$ cat config.mk
export PLATFORM = sky130hd
export DESIGN_NAME = mrx_prmb_sync_flat
export DESIGN_NICKNAME = d
export VERILOG_FILES = /design/src/rtl/mrx_pkg.sv /design/src/rtl/mrx_prmb_sync_if.sv /design/src/rtl/mrx_int_dump.sv /design/src/rtl/mrx_prmb_sync.sv /design/src/flat_wrapper.sv
export SDC_FILE = /design/constraint.sdc
export NUM_CORES = 1
export LEC_CHECK = 0
export ABC_AREA = 0
export ABC_CLOCK_PERIOD_IN_PS = 19150
export CAP_MARGIN = 40
export CORE_ASPECT_RATIO = 1.1
export CORE_MARGIN = 5
export CORE_UTILIZATION = 62
export DETAILED_ROUTE_END_ITERATION = 6
export PLACE_DENSITY = 0.94
export SETUP_SLACK_MARGIN = 0.02
export SLEW_MARGIN = 15
export SYNTH_ARGS = -nofsm -noshare
export SYNTH_HDL_FRONTEND = slang
export SYNTH_SLANG_ARGS = --single-unit
$ cat constraint.sdc
create_clock -name clk -period 19.15 [get_ports clk]
set_clock_uncertainty 0.1 [all_clocks]
set_input_delay 5.745 -clock clk [delete_from_list [all_inputs] [get_ports clk]]
set_output_delay 5.745 -clock clk [all_outputs]
set_load 0.005 [all_outputs]
$ cat src/rtl/mrx_pkg.sv
// Shared definitions for the preamble synchroniser: state encoding and
// helpers that size the integrator and score sync-word matches.
package mrx_pkg;

    localparam logic [1:0] RX_ACQ     = 2'd0;
    localparam logic [1:0] RX_SLIP    = 2'd1;
    localparam logic [1:0] RX_WAIT    = 2'd2;
    localparam logic [1:0] RX_CAPTURE = 2'd3;

    typedef enum logic [1:0] {
        ST_ACQ     = RX_ACQ,
        ST_SLIP    = RX_SLIP,
        ST_WAIT    = RX_WAIT,
        ST_CAPTURE = RX_CAPTURE
    } rx_state_t;

    // Widest sync word the popcount helper can score.
    localparam int POPCNT_MAX = 64;

    function automatic int acc_width(input int data_width, input int prmb_os);
        return data_width + 1 + $clog2(prmb_os);
    endfunction

    function automatic int popcount(input logic [POPCNT_MAX-1:0] v);
        int n = 0;
        for (int k = 0; k < POPCNT_MAX; k++) begin
            n += int'(v[k]);
        end
        return n;
    endfunction

endpackage

$ cat src/rtl/mrx_prmb_sync_if.sv
// IQ stream into the synchroniser and gated capture stream out of it.
interface mrx_prmb_sync_if #(
    parameter int DATA_WIDTH = 16
);
    logic [2*DATA_WIDTH-1:0] in_tdata;
    logic                    in_tvalid;
    logic [2*DATA_WIDTH-1:0] out_tdata;
    logic                    out_tvalid;
    logic                    out_tlast;

    modport master (
        output in_tdata, in_tvalid,
        input  out_tdata, out_tvalid, out_tlast
    );

    modport slave (
        input  in_tdata, in_tvalid,
        output out_tdata, out_tvalid, out_tlast
    );
endinterface

$ cat src/rtl/mrx_int_dump.sv
// Integrate-and-dump over PRMB_OS beats of i+q; hard bit and dump strobe
// are combinational in the dump beat.
module mrx_int_dump
    import mrx_pkg::*;
#(
    parameter int DATA_WIDTH = 16,
    parameter int PRMB_OS    = 128
) (
    input  logic                    clk,
    input  logic                    reset,
    input  logic                    restart,
    input  logic [2*DATA_WIDTH-1:0] sample,
    input  logic                    valid,
    output logic                    dump,
    output logic                    hard_bit
);
    localparam int AW = acc_width(DATA_WIDTH, PRMB_OS);
    localparam int CW = $clog2(PRMB_OS);

    logic signed [AW-1:0] acc_reg, acc_next, sum, i_ext, q_ext;
    logic [CW-1:0]        cnt_reg, cnt_next;

    assign i_ext = {{(AW-DATA_WIDTH){sample[2*DATA_WIDTH-1]}}, sample[2*DATA_WIDTH-1:DATA_WIDTH]};
    assign q_ext = {{(AW-DATA_WIDTH){sample[DATA_WIDTH-1]}}, sample[DATA_WIDTH-1:0]};
    assign sum      = acc_reg + i_ext + q_ext;
    assign dump     = valid && (cnt_reg == CW'(PRMB_OS-1));
    // A sum of exactly zero decodes as 1.
    assign hard_bit = ~sum[AW-1];

    always_comb begin
        acc_next = acc_reg;
        cnt_next = cnt_reg;
        if (restart) begin
            acc_next = '0;
            cnt_next = '0;
        end else if (valid) begin
            if (dump) begin
                acc_next = '0;
                cnt_next = '0;
            end else begin
                acc_next = sum;
                cnt_next = cnt_reg + 1'b1;
            end
        end
    end

    always_ff @(posedge clk) begin
        if (reset) begin
            acc_reg <= '0;
            cnt_reg <= '0;
        end else begin
            acc_reg <= acc_next;
            cnt_reg <= cnt_next;
        end
    end
endmodule

$ cat src/rtl/mrx_prmb_sync.sv
// Preamble sync-word detector with timing slip, idle-gap skip and
// fixed-length tone capture gating.
module mrx_prmb_sync
    import mrx_pkg::*;
#(
    parameter int                  DATA_WIDTH  = 16,
    parameter int                  PRMB_OS     = 128,
    parameter int                  SYNC_LEN    = 32,
    parameter logic [SYNC_LEN-1:0] SYNC_WORD   = '0,
    parameter int                  MAX_ERR     = 3,
    parameter int                  SLIP_PERIOD = 64,
    parameter int                  SLIP        = 32,
    parameter int                  NIDLE_SAMPS = 32768,
    parameter int                  NCAP        = 32768
) (
    input  logic                          clk,
    input  logic                          reset,
    input  logic                          clear,
    mrx_prmb_sync_if.slave                bus,
    output logic                          sync_pulse,
    output logic [1:0]                    rx_state,
    output logic [$clog2(SYNC_LEN+1)-1:0] err_count,
    output logic [7:0]                    slip_count
);
    localparam int EW       = $clog2(SYNC_LEN+1);
    localparam int DCW      = $clog2(SLIP_PERIOD+1);
    localparam int BEAT_MAX = (SLIP > NIDLE_SAMPS) ? ((SLIP > NCAP) ? SLIP : NCAP)
                                                   : ((NIDLE_SAMPS > NCAP) ? NIDLE_SAMPS : NCAP);
    localparam int BW       = $clog2(BEAT_MAX+1);

    rx_state_t               state_reg, state_next;
    logic [SYNC_LEN-1:0]     shift_reg, shift_next, shift_cand, diff;
    logic [EW-1:0]           fill_reg, fill_next, fill_cand, err_reg, err_next;
    logic [DCW-1:0]          dumps_reg, dumps_next;
    logic [BW-1:0]           beat_reg, beat_next;
    logic [7:0]              slip_reg, slip_next;
    logic                    sync_reg, sync_next, tvalid_reg, tvalid_next, tlast_reg, tlast_next;
    logic [2*DATA_WIDTH-1:0] tdata_reg, tdata_next;
    logic                    restart, acq_beat, dump, hard_bit, match;
    int                      pc;

    assign acq_beat = bus.in_tvalid && (state_reg == ST_ACQ);

    mrx_int_dump #(
        .DATA_WIDTH(DATA_WIDTH),
        .PRMB_OS   (PRMB_OS)
    ) u_int_dump (
        .clk     (clk),
        .reset   (reset),
        .restart (restart),
        .sample  (bus.in_tdata),
        .valid   (acq_beat),
        .dump    (dump),
        .hard_bit(hard_bit)
    );

    // Candidate window includes the bit being decided this cycle.
    assign shift_cand = {shift_reg[SYNC_LEN-2:0], hard_bit};
    generate
        for (genvar gi = 0; gi < SYNC_LEN; gi++) begin : g_diff
            assign diff[gi] = shift_cand[gi] ^ SYNC_WORD[gi];
        end
    endgenerate
    assign pc        = popcount(POPCNT_MAX'(diff));
    assign fill_cand = (fill_reg == EW'(SYNC_LEN)) ? fill_reg : fill_reg + 1'b1;
    assign match     = (fill_cand == EW'(SYNC_LEN)) && (pc <= MAX_ERR);

    always_comb begin
        state_next  = state_reg;
        shift_next  = shift_reg;
        fill_next   = fill_reg;
        dumps_next  = dumps_reg;
        beat_next   = beat_reg;
        err_next    = err_reg;
        slip_next   = slip_reg;
        tdata_next  = tdata_reg;
        sync_next   = 1'b0;
        tvalid_next = 1'b0;
        tlast_next  = 1'b0;
        restart     = 1'b0;
        if (clear) begin
            // Abort wins over everything else, including a coincident dump.
            state_next = ST_ACQ;
            shift_next = '0;
            fill_next  = '0;
            dumps_next = '0;
            beat_next  = '0;
            err_next   = '0;
            tdata_next = '0;
            restart    = 1'b1;
        end else if (bus.in_tvalid) begin
            case (state_reg)
                ST_ACQ: begin
                    if (dump) begin
                        shift_next = shift_cand;
                        fill_next  = fill_cand;
                        err_next   = EW'(pc);
                        if (match) begin
                            state_next = ST_WAIT;
                            sync_next  = 1'b1;
                            dumps_next = '0;
                            beat_next  = '0;
                        end else if (dumps_reg == DCW'(SLIP_PERIOD-1)) begin
                            state_next = ST_SLIP;
                            dumps_next = '0;
                            beat_next  = '0;
                            slip_next  = slip_reg + 8'd1;
                        end else begin
                            dumps_next = dumps_reg + 1'b1;
                        end
                    end
                end
                ST_SLIP: begin
                    if (beat_reg == BW'(SLIP-1)) begin
                        state_next = ST_ACQ;
                        beat_next  = '0;
                        fill_next  = '0;
                        restart    = 1'b1;
                    end else begin
                        beat_next = beat_reg + 1'b1;
                    end
                end
                ST_WAIT: begin
                    if (beat_reg == BW'(NIDLE_SAMPS-1)) begin
                        state_next = ST_CAPTURE;
                        beat_next  = '0;
                    end else begin
                        beat_next = beat_reg + 1'b1;
                    end
                end
                ST_CAPTURE: begin
                    tdata_next  = bus.in_tdata;
                    tvalid_next = 1'b1;
                    if (beat_reg == BW'(NCAP-1)) begin
                        tlast_next = 1'b1;
                        state_next = ST_ACQ;
                        beat_next  = '0;
                        fill_next  = '0;
                        dumps_next = '0;
                        restart    = 1'b1;
                    end else begin
                        beat_next = beat_reg + 1'b1;
                    end
                end
                default: state_next = ST_ACQ;
            endcase
        end
    end

    always_ff @(posedge clk) begin
        if (reset) begin
            state_reg  <= ST_ACQ;
            shift_reg  <= '0;
            fill_reg   <= '0;
            dumps_reg  <= '0;
            beat_reg   <= '0;
            err_reg    <= '0;
            slip_reg   <= '0;
            sync_reg   <= 1'b0;
            tdata_reg  <= '0;
            tvalid_reg <= 1'b0;
            tlast_reg  <= 1'b0;
        end else begin
            state_reg  <= state_next;
            shift_reg  <= shift_next;
            fill_reg   <= fill_next;
            dumps_reg  <= dumps_next;
            beat_reg   <= beat_next;
            err_reg    <= err_next;
            slip_reg   <= slip_next;
            sync_reg   <= sync_next;
            tdata_reg  <= tdata_next;
            tvalid_reg <= tvalid_next;
            tlast_reg  <= tlast_next;
        end
    end

    assign bus.out_tdata  = tdata_reg;
    assign bus.out_tvalid = tvalid_reg;
    assign bus.out_tlast  = tlast_reg;
    assign sync_pulse     = sync_reg;
    assign rx_state       = state_reg;
    assign err_count      = err_reg;
    assign slip_count     = slip_reg;
endmodule

$ cat src/flat_wrapper.sv
// flat-port wrapper written by rule: the top's interface ports become plain ports
module mrx_prmb_sync_flat import mrx_pkg::*;
#(
    parameter int                  DATA_WIDTH  = 16,
    parameter int                  PRMB_OS     = 128,
    parameter int                  SYNC_LEN    = 32,
    parameter logic [SYNC_LEN-1:0] SYNC_WORD   = '0,
    parameter int                  MAX_ERR     = 3,
    parameter int                  SLIP_PERIOD = 64,
    parameter int                  SLIP        = 32,
    parameter int                  NIDLE_SAMPS = 32768,
    parameter int                  NCAP        = 32768
)
  (clk, reset, clear, sync_pulse, rx_state, err_count, slip_count, bus_in_tdata, bus_in_tvalid, bus_out_tdata, bus_out_tvalid, bus_out_tlast);
  mrx_prmb_sync_if #(.DATA_WIDTH(DATA_WIDTH)) bus_i ();
  input  logic clk;
  input  logic reset;
  input  logic clear;
  output logic sync_pulse;
  output logic [1:0] rx_state;
  output logic [$clog2(SYNC_LEN+1)-1:0] err_count;
  output logic [7:0] slip_count;
  input wire logic [$bits(bus_i.in_tdata)-1:0] bus_in_tdata;
  input wire logic [$bits(bus_i.in_tvalid)-1:0] bus_in_tvalid;
  output wire logic [$bits(bus_i.out_tdata)-1:0] bus_out_tdata;
  output wire logic [$bits(bus_i.out_tvalid)-1:0] bus_out_tvalid;
  output wire logic [$bits(bus_i.out_tlast)-1:0] bus_out_tlast;
  assign bus_i.in_tdata = bus_in_tdata;
  assign bus_i.in_tvalid = bus_in_tvalid;
  assign bus_out_tdata = bus_i.out_tdata;
  assign bus_out_tvalid = bus_i.out_tvalid;
  assign bus_out_tlast = bus_i.out_tlast;
  mrx_prmb_sync #(.DATA_WIDTH(DATA_WIDTH), .PRMB_OS(PRMB_OS), .SYNC_LEN(SYNC_LEN), .SYNC_WORD(SYNC_WORD), .MAX_ERR(MAX_ERR), .SLIP_PERIOD(SLIP_PERIOD), .SLIP(SLIP), .NIDLE_SAMPS(NIDLE_SAMPS), .NCAP(NCAP)) u_core (.clk(clk), .reset(reset), .clear(clear), .bus(bus_i), .sync_pulse(sync_pulse), .rx_state(rx_state), .err_count(err_count), .slip_count(slip_count));
endmodule
==> flow_metrics.env <==
export IMPL_finalHoldViolations=0
export IMPL_ctsHtreeMaxLevel=4
export IMPL_worstPathMaxFanout=13
export IMPL_cts_root_buf="clkbuf_16"
export IMPL_ant_nets=0
export IMPL_syn_to_final_growth_pct=18.2
export IMPL_routedWlPerCell_um=17.1
export IMPL_fin_nets=1186
export IMPL_finalWorstPathRequiredPeriod_ns=14.63
export IMPL_antenna_found_initial=0
export IMPL_synth_warnings=0
export IMPL_io_pins=87
export IMPL_drv_cap=0
export IMPL_start_util_pct=63.1
export IMPL_slew_headroom_pct=37.9
export IMPL_worstSetupPathType="in2reg"
export IMPL_syn_inst=1004
export IMPL_pwr_share_comb_pct=19.6
export IMPL_largest_register_ffs=32
export IMPL_status="completed"
export IMPL_dp_hpwl_mm=14.5
export IMPL_cp_required_ns=19.40
export IMPL_setup_viol=0
export IMPL_p_int_uw=580
export IMPL_cpMostUsedCell="fa_1"
export IMPL_grt_pass1_vias=7584
export IMPL_drive_gt1_share_pct=5.10
export IMPL_routed_via_density=6.22
export IMPL_drc=0
export IMPL_slew_viol_final=0
export IMPL_cts_tree="done"
export IMPL_clock_latency_ns=0.43
export IMPL_fillCellCount=890
export IMPL_multi_input_area_um2=5030
export IMPL_synth_flop_cell="dfxtp_1"
export IMPL_tns_ns=0
export IMPL_ys_seq_elements=142
export IMPL_clkTransAtPathRegs_ns=0.06
export IMPL_grt_pass1_wl_mm=35.5
export IMPL_synth_edf_count=0
export IMPL_cts_setup_buffers=0
export IMPL_postCtsHoldBufs=0
export IMPL_num_antenna_cells=0
export IMPL_rsz0062_at_grt="no"
export IMPL_cts_num_sinks=142
export IMPL_io_buffers=86
export IMPL_cpMaxStageDelayCell="or4_1"
export IMPL_cts_max_path_buffers=2
export IMPL_die_w_um=121
export IMPL_gr_total_overflow=0
export IMPL_max_stage_delay_ns=0.58
export IMPL_ys_async_sr_fraction_pct=0
export IMPL_routed_wl_mm=21.2
export IMPL_worstMarginPinSlew_ns=0.925
export IMPL_hp_class="reg2reg"
export IMPL_die_area_um2=15900
export IMPL_switchingPower_uw=228
export IMPL_regArea_um2=2840
export IMPL_power_density_nw_per_um2=82.0
export IMPL_r2r_slack_ns=10.02
export IMPL_place_area_um2=9240
export IMPL_place_congestion=0.906
export IMPL_max_freq_mhz=68.4
export IMPL_grt_max_degree=69
export IMPL_synth_top_area_cell="dfxtp_1"
export IMPL_synth_top_cell_area_share_pct=34.1
export IMPL_vias=7708
export IMPL_cts_resized=0
export IMPL_synth_area_top_cells="dfxtp_1 (34%), fa_1 (12%), nand2_1 (8.1%)"
export IMPL_first_pass_iters=6
export IMPL_grt_usage_pct=27.0
export IMPL_leakage_nw=3.59
export IMPL_netlist_area_um2=8330
export IMPL_switching_share_pct=28.2
export IMPL_peakVddDrop_mv=0.0638
export IMPL_seqPwrFrac_pct=37.7
export IMPL_synthesis_nets=1125
export IMPL_fp_dieH_um=132
export IMPL_cp_start_kind="input port"
export IMPL_ys_seq_area_share_pct=34.1
export IMPL_stdcell_area_um2=9850
export IMPL_timing_final_crit_share_pct=76.4
export IMPL_synth_distinct_cells=68
export IMPL_cts_buffers_inserted=17
export IMPL_synth_avg_cell_area_um2=8.30
export IMPL_worstSetupEndpointType="register"
export IMPL_rows=44
export IMPL_drtIter0Drc=890
export IMPL_pwr_share_clk_pct=42.7
export IMPL_power_total_uw=808
export IMPL_coreArea_um2=13200
export IMPL_crit_arrival_ns=14.88
per-layer routing:
metal | routed length, um | vias up | global-route usage (%) | share of wire, %
met5 | 0 | - | 0 | 0
met4 | 694 | 0 | 11.5 | 3.3
met3 | 1620 | 79 | 7.09 | 7.6
met2 | 10500 | 414 | 45.4 | 50
met1 | 8380 | 3651 | 32.5 | 39
li1 | - | 3564 | - | -
layout by cell type, fill, tap and decap left out, types with 11 or more instances in the layout:
master	instances
a21oi_1	122
a22o_1	11
clkbuf_16	17
clkdlybuf4s50_1	86
dfxtp_1	142
fa_1	48
ha_1	37
inv_1	68
nand2_1	180
nand3_1	40
nor2_1	68
nor3_1	16
o21ai_0	39
xnor2_1	21
xor2_1	12
metrics by stage:
step	instances	setup WS, ns	util [%]	hold slack (ns)
floorplan	1004	5.44	-	0.307
global placement	1207	4.42	69.9	0.316
detailed placement	1207	4.14	69.9	0.330
CTS	1239	4.55	74.6	0.339
global route	1239	3.95	74.6	0.362
finish	1239	4.52	74.6	0.343
synthesized netlist by cell type, drive strengths merged, types with 10 or more instances:
cell type and instances:
xor2 12, inv 68, and3 10, nor3 16, nor2 70, buf 14
dfxtp 142, xnor2 21, a22o 11, o21ai 41, nand2 180, nand3 40
fa 48, nor4 14, ha 37, a21oi 122, clkbuf 36
cell type report:
cell class | instances | area share [%]
clock buffers | 20 | 4.64
clock inverters | 12 | 1.61
inverters | 68 | 2.59
multi-input cells | 744 | 51.1
flip-flops and latches | 142 | 28.9
well taps | 161 | 2.04
repair buffers | 92 | 9.19
final timing paths:
kind,start,endpoint,depth (start not counted)
worst max-delay path,bus_in_tdata[0],u_core.beat_reg[4],30
worst min-delay path,u_core.dumps_reg[6],u_core.dumps_reg[6],2
worst max register to register,u_core.u_int_dump.acc_reg[0],u_core.beat_reg[4],29
worst min register to register,u_core.dumps_reg[6],u_core.dumps_reg[6],2
worst max-delay path, delay by kind of cell:
family,cells,cell delay (ns)
compound gates,7,1.60
xor+xnor,1,0.35
fa+ha+maj,12,5.03
buf+inv,5,0.72
simple gates,5,1.43
power by group through the flow:
stage	clock network (mW)	logic, mW	registers, mW
after floorplan	0	0.113	0.310
after global placement	0	0.143	0.311
after detailed placement	0	0.150	0.311
after CTS	0.346	0.155	0.305
after global routing	0.360	0.174	0.305
final	0.345	0.158	0.305
kinds of logic after synthesis:
kind of cell	Yosys count	synth area share [%]
XOR/XNOR	33	3.47
buffers and inverters	118	5.55
multiplexers	3	0.360
AO/OA/AOI/OAI	238	17.6
adder cells (fa/ha/maj)	85	17.1
flip-flops	142	34.1
AND/OR/NAND/NOR	385	21.8
No activity file was read; power rests on OpenSTA's default activity.
